--- src/rtl/load_store_unit_if.sv ---
`default_nettype none
// +------------------------------------------------------------------------+
// | load_store_unit_if : core request/response and data-memory port bundle |
// | rev 1.0                                                                |
// +------------------------------------------------------------------------+
interface load_store_unit_if;
  logic [3:0]  core_read;
  logic [2:0]  core_write;
  logic [31:0] core_addr;
  logic [31:0] core_wdata;
  logic        core_stall;
  logic [31:0] load_data;
  logic        misalign_err;
  logic [3:0]  mem_read;
  logic [2:0]  mem_write;
  logic [31:0] mem_addr;
  logic [31:0] mem_wdata;
  logic [31:0] mem_rdata;
  logic        mem_busywait;

  // master: the LSU itself; slave: the surrounding core plus data memory
  modport master (
    input  core_read, core_write, core_addr, core_wdata, mem_rdata, mem_busywait,
    output core_stall, load_data, misalign_err, mem_read, mem_write, mem_addr, mem_wdata
  );
  modport slave (
    output core_read, core_write, core_addr, core_wdata, mem_rdata, mem_busywait,
    input  core_stall, load_data, misalign_err, mem_read, mem_write, mem_addr, mem_wdata
  );
endinterface
`default_nettype wire

--- src/rtl/load_store_unit.sv ---
`default_nettype none
// +------------------------------------------------------------------------+
// | load_store_unit : word-memory initiator with sub-word extract and RMW  |
// | Optional trap of misaligned accesses: LSU_MISALIGN_TRAP_EN. rev 1.0    |
// +------------------------------------------------------------------------+
module load_store_unit (
  input  logic              clk_i,
  input  logic              rst_ni,
  load_store_unit_if.master bus
);
  localparam logic [2:0] S_IDLE     = 3'd0;
  localparam logic [2:0] S_LOAD     = 3'd1;
  localparam logic [2:0] S_RMW_READ = 3'd2;
  localparam logic [2:0] S_WRITE    = 3'd3;
  localparam logic [2:0] S_DONE     = 3'd4;

  logic [2:0]  state_q, state_d;
  logic [31:0] addr_q, addr_d;
  logic [2:0]  op_q, op_d;
  logic [15:0] wdata_q, wdata_d;
  logic [31:0] wbuf_q, wbuf_d;
  logic [31:0] load_data_q, load_data_d;
  logic        mis_q, mis_d;

  logic        req_ld, req_st, req_valid, req_mis;
  logic [7:0]  lane_b;
  logic [15:0] lane_h;
  logic [31:0] ld_ext, merged;

  assign req_ld    = bus.core_read[3];
  assign req_st    = bus.core_write[2];
  assign req_valid = req_ld ^ req_st;

`ifdef LSU_MISALIGN_TRAP_EN
  logic [1:0] req_sz;
  assign req_sz  = req_ld ? bus.core_read[1:0] : bus.core_write[1:0];
  assign req_mis = ((req_sz == 2'b01) && bus.core_addr[0]) ||
                   (req_sz[1] && (bus.core_addr[1:0] != 2'b00));
`else
  assign req_mis = 1'b0;
`endif

  // Lane selection ignores address bits below the access size
  always_comb begin
    lane_b = bus.mem_rdata[{addr_q[1:0], 3'b000} +: 8];
    lane_h = bus.mem_rdata[{addr_q[1], 4'b0000} +: 16];
    case (op_q[1:0])
      2'b00:   ld_ext = {{24{~op_q[2] & lane_b[7]}}, lane_b};
      2'b01:   ld_ext = {{16{~op_q[2] & lane_h[15]}}, lane_h};
      default: ld_ext = bus.mem_rdata;
    endcase
    merged = bus.mem_rdata;
    if (op_q[0]) merged[{addr_q[1], 4'b0000} +: 16] = wdata_q;
    else         merged[{addr_q[1:0], 3'b000} +: 8] = wdata_q[7:0];
  end

  always_ff @(posedge clk_i or negedge rst_ni) begin
    if (!rst_ni) begin
      state_q     <= S_IDLE;
      addr_q      <= '0;
      op_q        <= '0;
      wdata_q     <= '0;
      wbuf_q      <= '0;
      load_data_q <= '0;
      mis_q       <= 1'b0;
    end else begin
      state_q     <= state_d;
      addr_q      <= addr_d;
      op_q        <= op_d;
      wdata_q     <= wdata_d;
      wbuf_q      <= wbuf_d;
      load_data_q <= load_data_d;
      mis_q       <= mis_d;
    end
  end

  always_comb begin
    state_d     = state_q;
    addr_d      = addr_q;
    op_d        = op_q;
    wdata_d     = wdata_q;
    wbuf_d      = wbuf_q;
    load_data_d = load_data_q;
    mis_d       = 1'b0;
    case (state_q)
      S_IDLE: begin
        if (req_valid) begin
          addr_d  = bus.core_addr;
          wdata_d = bus.core_wdata[15:0];
          op_d    = req_ld ? bus.core_read[2:0] : {1'b0, bus.core_write[1:0]};
          if (req_mis) begin
            state_d = S_DONE;
            mis_d   = 1'b1;
          end else if (req_ld) begin
            state_d = S_LOAD;
          end else if (bus.core_write[1]) begin
            state_d = S_WRITE;
            wbuf_d  = bus.core_wdata;
          end else begin
            state_d = S_RMW_READ;
          end
        end
      end
      S_LOAD: begin
        if (!bus.mem_busywait) begin
          load_data_d = ld_ext;
          state_d     = S_DONE;
        end
      end
      S_RMW_READ: begin
        if (!bus.mem_busywait) begin
          wbuf_d  = merged;
          state_d = S_WRITE;
        end
      end
      S_WRITE: begin
        if (!bus.mem_busywait) state_d = S_DONE;
      end
      S_DONE:  state_d = S_IDLE;
      default: state_d = S_IDLE;
    endcase
  end

  // Stall is gated by reset so every output reads 0 while reset is held
  always_comb begin
    bus.core_stall   = 1'b0;
    bus.mem_read     = 4'b0000;
    bus.mem_write    = 3'b000;
    bus.mem_addr     = {addr_q[31:2], 2'b00};
    bus.mem_wdata    = wbuf_q;
    bus.load_data    = load_data_q;
    bus.misalign_err = mis_q;
    case (state_q)
      S_IDLE:     bus.core_stall = rst_ni & req_valid;
      S_LOAD,
      S_RMW_READ: begin
        bus.core_stall = 1'b1;
        bus.mem_read   = 4'b1010;
      end
      S_WRITE: begin
        bus.core_stall = 1'b1;
        bus.mem_write  = 3'b110;
      end
      default: ;
    endcase
  end
endmodule
`default_nettype wire

--- src/flat_wrapper.sv ---
// flat-port wrapper written by rule: the top's interface ports become plain ports
module load_store_unit_flat 
  (clk_i, rst_ni, bus_core_read, bus_core_write, bus_core_addr, bus_core_wdata, bus_mem_rdata, bus_mem_busywait, bus_core_stall, bus_load_data, bus_misalign_err, bus_mem_read, bus_mem_write, bus_mem_addr, bus_mem_wdata);
  load_store_unit_if bus_i ();
  input  logic clk_i;
  input  logic rst_ni;
  input wire logic [$bits(bus_i.core_read)-1:0] bus_core_read;
  input wire logic [$bits(bus_i.core_write)-1:0] bus_core_write;
  input wire logic [$bits(bus_i.core_addr)-1:0] bus_core_addr;
  input wire logic [$bits(bus_i.core_wdata)-1:0] bus_core_wdata;
  input wire logic [$bits(bus_i.mem_rdata)-1:0] bus_mem_rdata;
  input wire logic [$bits(bus_i.mem_busywait)-1:0] bus_mem_busywait;
  output wire logic [$bits(bus_i.core_stall)-1:0] bus_core_stall;
  output wire logic [$bits(bus_i.load_data)-1:0] bus_load_data;
  output wire logic [$bits(bus_i.misalign_err)-1:0] bus_misalign_err;
  output wire logic [$bits(bus_i.mem_read)-1:0] bus_mem_read;
  output wire logic [$bits(bus_i.mem_write)-1:0] bus_mem_write;
  output wire logic [$bits(bus_i.mem_addr)-1:0] bus_mem_addr;
  output wire logic [$bits(bus_i.mem_wdata)-1:0] bus_mem_wdata;
  assign bus_i.core_read = bus_core_read;
  assign bus_i.core_write = bus_core_write;
  assign bus_i.core_addr = bus_core_addr;
  assign bus_i.core_wdata = bus_core_wdata;
  assign bus_i.mem_rdata = bus_mem_rdata;
  assign bus_i.mem_busywait = bus_mem_busywait;
  assign bus_core_stall = bus_i.core_stall;
  assign bus_load_data = bus_i.load_data;
  assign bus_misalign_err = bus_i.misalign_err;
  assign bus_mem_read = bus_i.mem_read;
  assign bus_mem_write = bus_i.mem_write;
  assign bus_mem_addr = bus_i.mem_addr;
  assign bus_mem_wdata = bus_i.mem_wdata;
  load_store_unit u_core (.clk_i(clk_i), .rst_ni(rst_ni), .bus(bus_i));
endmodule
--- config.mk ---
export PLATFORM = sky130hd
export DESIGN_NAME = load_store_unit_flat
export DESIGN_NICKNAME = d
export VERILOG_FILES = /design/src/rtl/load_store_unit_if.sv /design/src/rtl/load_store_unit.sv /design/src/flat_wrapper.sv
export SDC_FILE = /design/constraint.sdc
export NUM_CORES = 1
export LEC_CHECK = 0
export BUFFER_PORTS_ARGS = -buffer_cell sky130_fd_sc_hd__buf_4
export CORE_MARGIN = 10
export CORE_UTILIZATION = 44
export DETAILED_ROUTE_END_ITERATION = 10
export GPL_TIMING_DRIVEN = 0
export HOLD_SLACK_MARGIN = 0.03
export PLACE_DENSITY = 0.8
export SLEW_MARGIN = 25
export SYNTH_ARGS = -nofsm -noshare
export SYNTH_HDL_FRONTEND = slang
export SYNTH_SLANG_ARGS = --single-unit
--- constraint.sdc ---
create_clock -name clk_i -period 3 [get_ports clk_i]
set_input_delay 0.3 -clock clk_i [delete_from_list [all_inputs] [get_ports clk_i]]
set_output_delay 0.3 -clock clk_i [all_outputs]
set_load 0.01 [all_outputs]
* After elaboration in Yosys (flattened, before gate mapping)
Cells that the tools add are included.
Storage, ports and cells: register bits after elaboration 118, logic and storage cells 58
Operators by class: add/subtract/negate cells 2, equality and inequality tests 9, shift operators 6, muxes and demuxes 19, bitwise logic cells 6, reduce and logical (&&, ||, !) cells 10
Operator list (count):
- $mux 32 | 5
- $pmux 32 s2 | 2
- $bwmux 32 | 2
- $shift 16x7->32 const A | 1
- $shift 8x7->32 const A | 1
- $shiftx 16x7->32 | 1
- $shiftx 32x6->16 | 1
- $shiftx 32x6->8 | 1
- $shiftx 8x7->32 | 1
- $mux 3 | 6
- $neg 5->7 | 2
- $pmux 3 s3 | 1
- $ne 2x2->1 const B | 4
- $eq 3x2->1 const B | 2
- $reduce_and 5->1 | 1
- $mux 4 | 1
- $reduce_and 2->1 | 2
- $reduce_or 2->1 | 2
- $and 1x1->1 | 3
- $eq 3x1->1 const B | 1
- $logic_not 3->1 | 1
- $reduce_and 3->1 | 1
- $reduce_or 3->1 | 1
- $eq 2x1->1 const B | 1
- 7 further kinds | 8

* Longest topological paths before layout
Gate-level depths: netlist (run 1).
depth after elaboration 6, mapped depth 10

* Worst setup path before layout (run 1)
OpenSTA, ideal clock, no wires.
path type reg2reg, start register u_core.addr_q[1], end register u_core.wbuf_q[10] (netlist: u_core.bus.mem_wdata[10]), setup time 0.096 ns, data arrival time 2.641 ns, data required time 2.904 ns, setup slack 0.264 ns, stages on the path, launching flop included 11, buffers on the path 4, clock period less this slack 2.736 ns, cells stage by stage dfrtp_1 buf_1 buf_2 clkbuf_1 inv_1 ha_1 nor3b_1 and4b_1 clkbuf_1 a221oi_1 o31ai_1
On the way: longest elaborated chain between the ends 6, elaborated cells on any way between the ends 11, classes of those cells 2 x add/sub; 4 x shift; 5 x mux
Ends and longest elaborated chain:
- from (decl) | line load_store_unit.sv:18 | logic [31:0] addr_q, addr_d;
- from (signal assigned) | line load_store_unit.sv:68 | addr_q <= addr_d;
- $neg 5->7 (on tied branches) | line load_store_unit.sv:53, load_store_unit.sv:54
- $shiftx 16x7->32, or another cell as far along | line load_store_unit.sv:53 | if (op_q[0]) merged[{addr_q[1], 4'b0000} +: 16] = wdata_q;
- $bwmux 32 (on tied branches) | line load_store_unit.sv:53, load_store_unit.sv:54
- $mux 32 * | line load_store_unit.sv:53
- $mux 32 * | line load_store_unit.sv:111 | if (!bus.mem_busywait) begin
- $pmux 32 s2 * | line load_store_unit.sv:85 | case (state_q)
- to (signal assigned) | line load_store_unit.sv:71 | wbuf_q <= wbuf_d;
- to (decl) | line load_store_unit.sv:21 | logic [31:0] wbuf_q, wbuf_d;
Every way passes the cells marked *; elsewhere a longest branch is shown, timed or not. The select of a mux whose other input is x is not followed. A chain may end at the register's enable or synchronous reset.

* Worst setup path after layout (run 1)
start register u_core.state_q[1], end output bus_core_stall
On the way: longest elaborated chain between the ends 3, elaborated cells on any way between the ends 6, classes of those cells 3 x eq/ne; 1 x mux; 2 x reduce/logical
Ends and longest elaborated chain:
- from (decl) | line load_store_unit.sv:17 | logic [2:0] state_q, state_d;
- from (signal assigned) | line load_store_unit.sv:67 | state_q <= state_d;
- $eq 3x1->1 or $eq 3x2->1 (tied branches) | line load_store_unit.sv:133 | case (state_q)
- $reduce_or 3->1 (no source line)
- $pmux 1 s2 * | line load_store_unit.sv:133
- to (decl) | line flat_wrapper.sv:13 | output wire logic [$bits(bus_i.core_stall)-1:0] bus_core_stall;
Every way passes the cells marked *; elsewhere a longest branch is shown, timed or not.

==> metrics, run 1 <==
sequential area share after synthesis 0.456; largest net degree at the start of global routing 83; most common cell after layout, fill and taps aside buf_4; average cell area after synthesis 10.2 um2; post-layout min period 2830 ps; crit path max fanout 10; Leak 4.28 nW; final slew viol count 0; Via density 5.63; final net count 975; synth warn 0; FF/Latch Area 2950 um2; Initial DRC Count 677; Clock Tree Buf Depth 2; min-delay worst type in2reg; root buffer cell clkbuf_16; crit end category output pin; Die X 141 um; Inst Count DP 1,030; initial antenna violation count 0; FP Rows 44; library cells used by synthesis 50; Syn Inst Count 637; H-tree depth 4; post-DR wirelength/cell 21.3 um; DRC viols 0; dpl hpwl 17,100 um; status complete, no violations; post-layout util 0.615; number of synthesized flops with an enable pin 0; DP Area 8280 um2; total number of vias 5,973; switching power total 3.83 mW; Finished Layout Cells 1,061; Worst slew margin 0.366; vias in the first global route 6,022; unrepaired setup endpoints after global routing yes; Sw Ratio 0.385; fillers 1,220; kind of critical path reg2out; die area 20,000 um2; fin crit share 0.943; Netlist Area Pre-Place 6470 um2; share of post-route cells with drive strength above 1 0.406; Slew @ Worst Pin 944 ps; wirelength, routed 22,600 um; port buffer count 203; Startpoint Class flop; area of the multi-input gates 3010 um2; routability cong. 0.906; CORE AREA 14,500 um2; Seq pwr share 0.294; crit path DAT 2530 ps; GR Overflow Total 0; most frequent cells in the layout buf_4, dfrtp_1, nand2_1; total power per unit cell area 1120 nW/um2; worst skew pair latency 430 ps; n_diodes 0; Reg clk slew, reported paths 60 ps; CTS buffer count 17; final number of hold-violating endpoints 0; reg-to-reg startpoint u_core.addr_q[1]$_DFFE_PN0P_; post-route cell area 8900 um2; Pint 6.11 mW; area grow syn2layout 37.4%; antenna-violating nets left 0; Critical Path Start u_core.state_q[1]$_DFFE_PN0P_; Max-Cap Viols 0; chip height 141 um; Peak Freq 353 MHz; clk_skew 8.70 ps; CTS tree done; first-pass GRT wire length 34,400 um; Clk pwr share 0.210; fraction of registers with async set or reset after synthesis 1.00; worst vdd ir 0.000566 V; Worst EP required 2700 ps; ys flop type dfrtp_1; HP Start bus_core_addr[11]; GRT Total Usage 0.220; clk sinks 118; register bit total from synthesis 118; DRT Pass-1 Iters 5; Comb pwr share 0.495; Final setup violation count 0; I/O pin count 211; initial core utilization 0.447
what timing repair did:
item	CTS	global route
hold buffers	1	0
resized for setup	1	3
pin swaps	0	0
setup endpoints to repair	32	24
endpoints found under the hold margin	37	0
buffers inserted	0	0
cell usage after synthesis (2+ instances only):
cell type	number	area share
a221oi_1	16	0.022
buf_4	38	0.044
o31ai_1	16	0.019
nand3_1	41	0.032
mux2i_1	26	0.040
nor3_1	4	0.0031
dfrtp_1	118	0.46
o21bai_1	2	0.0023
buf_6	3	0.0052
mux2_2	56	0.097
a22oi_1	15	0.017
a21oi_1	25	0.019
a2bb2oi_1	2	0.0027
o22a_1	7	0.0095
a211oi_1	16	0.019
buf_2	13	0.010
nand2_1	62	0.036
clkbuf_1	31	0.018
nor3b_1	3	0.0035
nor2b_1	19	0.018
a221o_1	8	0.012
nand2b_1	13	0.013
nor2_1	27	0.016
a21o_1	8	0.0093
nor3b_2	2	0.0039
nand4_1	6	0.0058
nand3b_1	4	0.0046
o21ai_0	22	0.017
nor4bb_1	2	0.0031
ha_1	5	0.0097
buf_1	3	0.0017
inv_1	6	0.0035
registers in the layout, indices dropped and copies added (netlist names):
signal and flops:
u_core.bus.load_data 32, u_core.addr_q 32, u_core.bus.mem_wdata 32, u_core.state_q 3, u_core.op_q 3, u_core.wdata_q 16
layer usage:
layer  global-route usage  share of wire
met5                    0              0
met4               0.0859          0.031
met3               0.0794           0.11
met2                0.346           0.47
met1                0.270           0.39
stage by stage:
stage	setup slack [ps]	TNS, ps	power [mW]	hold slack (ps)
floorplan	264	0	5.78	4.41
global placement	-431	-9620	7.70	462
detailed placement	-476	-10480	7.82	199
CTS	30.9	0	9.95	86.3
global route	-17.5	-17.5	10.5	89.1
finish	170	0	9.94	102
final cells by class:
class | instances | area share
well taps | 184 | 0.0259
clock inverters | 14 | 0.0198
clock buffers | 18 | 0.0482
repair buffers | 205 | 0.176
inverters | 6 | 0.00253
multi-input cells | 430 | 0.338
plain buffers | 86 | 0.0571
flip-flops and latches | 118 | 0.332
power by group through the flow:
stage	Combinational, mW	Sequential (mW)	Clock (mW)
3_3_place_gp	4.81	2.89	0
2_1_floorplan	2.80	2.98	0
4_1_cts	4.93	2.91	2.11
3_5_place_dp	4.90	2.92	0
5_1_grt	5.34	3.00	2.19
6_report	4.93	2.92	2.09
worst max-delay path, cell delays in order (launching register included):
cell	delay (ps)
dfrtp_1	370
buf_2	220
nand3b_1	140
clkbuf_1	610
clkbuf_1	450
o21ai_0	150
buf_4	170
cell families (layout without fill, tap and decap cells):
family,Yosys count,after routing,share of synthesized area
compound gates,143,143,0.156
xor+xnor,2,2,0.00271
fa+ha+maj,5,5,0.00966
buf+inv,94,329,0.0825
flops,118,118,0.456
mux,83,83,0.141
other cells,1,6,0.000579
simple gates,191,191,0.151
path summary, 6_finish.rpt:
| kind | to | slack (ps) | depth (start not counted) |
|---|---|---|---|
| max | bus_core_stall | 170 | 6 |
| min | u_core.addr_q[11]$_DFFE_PN0P_ | 100 | 2 |
| max reg2reg | u_core.bus.mem_wdata[29]$_DFFE_PN0P_ | 180 | 7 |
| min reg2reg | u_core.bus.mem_wdata[23]$_DFFE_PN0P_ | 480 | 2 |
| max in group asynchronous | u_core.wdata_q[13]$_DFFE_PN0P_ | 1960 | 3 |
| min in group asynchronous | u_core.addr_q[2]$_DFFE_PN0P_ | 350 | 2 |
Power figures use the tool's default switching activity.
==> run 2, diff against run 1 <==
--- a/config.mk
+++ b/config.mk
@@ -11,7 +11,7 @@
 export DETAILED_ROUTE_END_ITERATION = 10
 export GPL_TIMING_DRIVEN = 0
 export HOLD_SLACK_MARGIN = 0.03
-export PLACE_DENSITY = 0.8
+export PLACE_DENSITY = 0.76
 export SLEW_MARGIN = 25
 export SYNTH_ARGS = -nofsm -noshare
 export SYNTH_HDL_FRONTEND = slang
==> run 2 against run 1 <==
Sequential cell count is the same. Cell count unchanged. First-iteration DRC count decreased by 13%. Via count shrank 0.32%. Non-clock buffer count is the same. Total power hardly changed. Maximum frequency is 0.60% higher. Clock-buffer cell count up 2. Critical path type is now reg2reg. Critical endpoint is now u_core.bus.mem_wdata[9]$_DFFE_PN0P_. Highest routed layer unchanged.
==> metrics, run 2 (synthesis gave the netlist of run 1 again) <==
Startpoint Class flop (unchanged); unrepaired setup endpoints after global routing no (was yes); final number of hold-violating endpoints 0 (unchanged); largest net degree at the start of global routing 83 (unchanged); GR Overflow Total 0 (unchanged); antenna-violating nets left 0 (unchanged); kind of critical path reg2reg (was reg2out); Pint 6.16 mW (was 6.11 mW); wirelength, routed 22,500 um (was 22,600 um); GRT Total Usage 0.217 (was 0.220); first-pass GRT wire length 33,900 um (was 34,400 um); DRC viols 0 (unchanged); Sw Ratio 0.380 (was 0.385); Power, Total 9.94 mW (about the same); post-DR wirelength/cell 21.2 um (was 21.3 um); CP cell instances buf_2 > clkbuf_4 > inv_1 > ha_1 > nor3b_1 > and4b_1 > a221oi_1 > o31ai_1 (was buf_2 > nand3b_1 > clkbuf_1 > clkbuf_1 > o21ai_0 > buf_4); Via density 5.61 (was 5.63); most common cell after layout, fill and taps aside buf_4 (unchanged); Max-Cap Viols 0 (unchanged); Seq pwr share 0.296 (was 0.294); critical path's slowest cell and4b_1 (was clkbuf_1); CORE AREA 14,500 um2 (unchanged); total power per unit cell area 1120 nW/um2 (about the same); Comb pwr share 0.491 (was 0.495); post-place setup slack -454 ps (was -476 ps); H-tree depth 4 (unchanged); root buffer cell clkbuf_16 (unchanged); total number of vias 5,954 (was 5,973); Worst R2R End u_core.bus.mem_wdata[9]$_DFFE_PN0P_ (was u_core.bus.mem_wdata[29]$_DFFE_PN0P_); reg2reg path depth 8 (was 7); clk_skew 5.50 ps (was 8.70 ps); die area 20,000 um2 (unchanged); post-layout util 0.616 (was 0.615); Peak Freq 356 MHz (was 353 MHz); post-layout min period 2810 ps (was 2830 ps); Worst Setup Slack, final 187 ps (was 170 ps); final net count 975 (unchanged); initial core utilization 0.447 (unchanged); Clk pwr share 0.213 (was 0.210); FP Rows 44 (unchanged); fillers 1,261 (was 1,220); Clock Tree Buf Depth 2 (unchanged); post-CTS setup buffer count 0 (unchanged); worst vdd ir 0.000541 V (was 0.000566 V); routability cong. 0.947 (was 0.906); crit path DAT 3130 ps (was 2530 ps); reg-to-reg startpoint u_core.addr_q[1]$_DFFE_PN0P_ (unchanged); CTS tree done (unchanged); Slew @ Worst Pin 890 ps (was 944 ps); vias in the first global route 5,922 (was 6,022); worst skew pair latency 420 ps (was 430 ps); CTS buffer count 17 (unchanged); crit path max fanout 19 (was 10); min-delay worst type in2reg (unchanged); Final setup violation count 0 (unchanged); fin crit share 0.938 (was 0.943); Crit path largest cell delay 440 ps (was 610 ps); share of post-route cells with drive strength above 1 0.406 (unchanged); dpl hpwl 16,900 um (was 17,100 um); Worst slew margin 0.405 (was 0.366); hold path depth 2 (unchanged); switching power total 3.78 mW (was 3.83 mW); most frequent cells in the layout buf_4, dfrtp_1, nand2_1 (unchanged); n_diodes 0 (unchanged); Die X 141 um (unchanged); crit end category flop (was output pin); Fin Setup TNS 0 ps (unchanged); Critical Path Start u_core.addr_q[1]$_DFFE_PN0P_ (was u_core.state_q[1]$_DFFE_PN0P_); clk sinks 118 (unchanged); Leak 4.28 nW (about the same); chip height 141 um (unchanged); CP Capture Point u_core.bus.mem_wdata[9]$_DFFE_PN0P_ (was bus_core_stall); Initial DRC Count 589 (was 677); status complete, no violations (unchanged); area grow syn2layout 37.6% (was 37.4%); port buffer count 203 (unchanged); Reg clk slew, reported paths 60 ps (about the same); I/O pin count 211 (unchanged); final slew viol count 0 (unchanged); Worst EP required 3320 ps (was 2700 ps); register-to-register setup slack 190 ps (was 180 ps); initial antenna violation count 0 (unchanged); DRT Pass-1 Iters 5 (unchanged)
==> run 2: cell count changes in the layout (fill, tap and decap cells not counted), sizes merged <==
cell | before | now
clkbuf | 48 | 50
inv | 9 | 6
clkinv | 6 | 4
clkinvlp | 2 | 5
==> run 2: layout make-up <==
type | count | area, um2 | share of cell area
Clock inverter | 12 | 151 | 0.0170
Tap cell | 184 | 230 | 0.0258
Clock buffer | 20 | 467 | 0.0524
Multi-Input combinational cell | 430 | 3010 | 0.338
Buffer | 86 | 508 | 0.0570
Inverter | 6 | 22.5 | 0.00253
Timing Repair Buffer | 205 | 1570 | 0.176
Sequential cell | 118 | 2950 | 0.331
==> run 2: timing repair <==
item	in CTS	in global routing
gates resized for setup	1	1
hold endpoints to repair	36	0
gates cloned	0	0
endpoints found under the setup margin	32	24
hold buffers	1	0
==> run 2: routing by layer <==
layer / global-route usage / wire length, um
met1: 0.273 / 9130
met2: 0.336 / 10500
met3: 0.0781 / 2360
met4: 0.0788 / 515
met5: 0 / 0
==> run 2: stage by stage <==
| stage | hold WS, ps | instances | area, um2 |
|---|---|---|---|
| 6_report | 112 | 1061 | 8910 |
| 5_1_grt | 104 | 1061 | 8910 |
| 4_1_cts | 99.3 | 1062 | 8910 |
| 3_5_place_dp | 193 | 1030 | 8280 |
| 3_3_place_gp | 463 | 1029 | 8250 |
| 2_1_floorplan | 4.41 | 642 | 6490 |
==> run 2: worst min path at each step <==
| stage | startpoint | to | slack (ps) |
|---|---|---|---|
| detailed placement | rst_ni | u_core.state_q[2]$_DFFE_PN0P_ | 190 |
| global route | bus_core_addr[3] | u_core.addr_q[3]$_DFFE_PN0P_ | 100 |
| finish | bus_core_addr[8] | u_core.addr_q[8]$_DFFE_PN0P_ | 110 |
| floorplan | rst_ni | u_core.addr_q[0]$_DFFE_PN0P_ | 4 |
| global placement | u_core.bus.mem_wdata[19]$_DFFE_PN0P_ | u_core.bus.mem_wdata[19]$_DFFE_PN0P_ | 460 |
| CTS | bus_core_addr[4] | u_core.addr_q[4]$_DFFE_PN0P_ | 100 |
==> run 2: worst max-delay path: cells and delay by family (launching register included) <==
family          cells  cell delay [ps]
compound gates      2              470
fa+ha+maj           1              340
buf+inv             3              760
flops               1              430
simple gates        2              690
==> run 2: power groups by stage <==
| stage | sequential [mW] | clock, mW | combinational [mW] |
|---|---|---|---|
| detailed placement | 2.94 | 0 | 4.86 |
| global route | 3.04 | 2.21 | 5.30 |
| floorplan | 2.98 | 0 | 2.80 |
| global placement | 2.92 | 0 | 4.78 |
| finish | 2.94 | 2.12 | 4.89 |
| CTS | 2.93 | 2.14 | 4.88 |
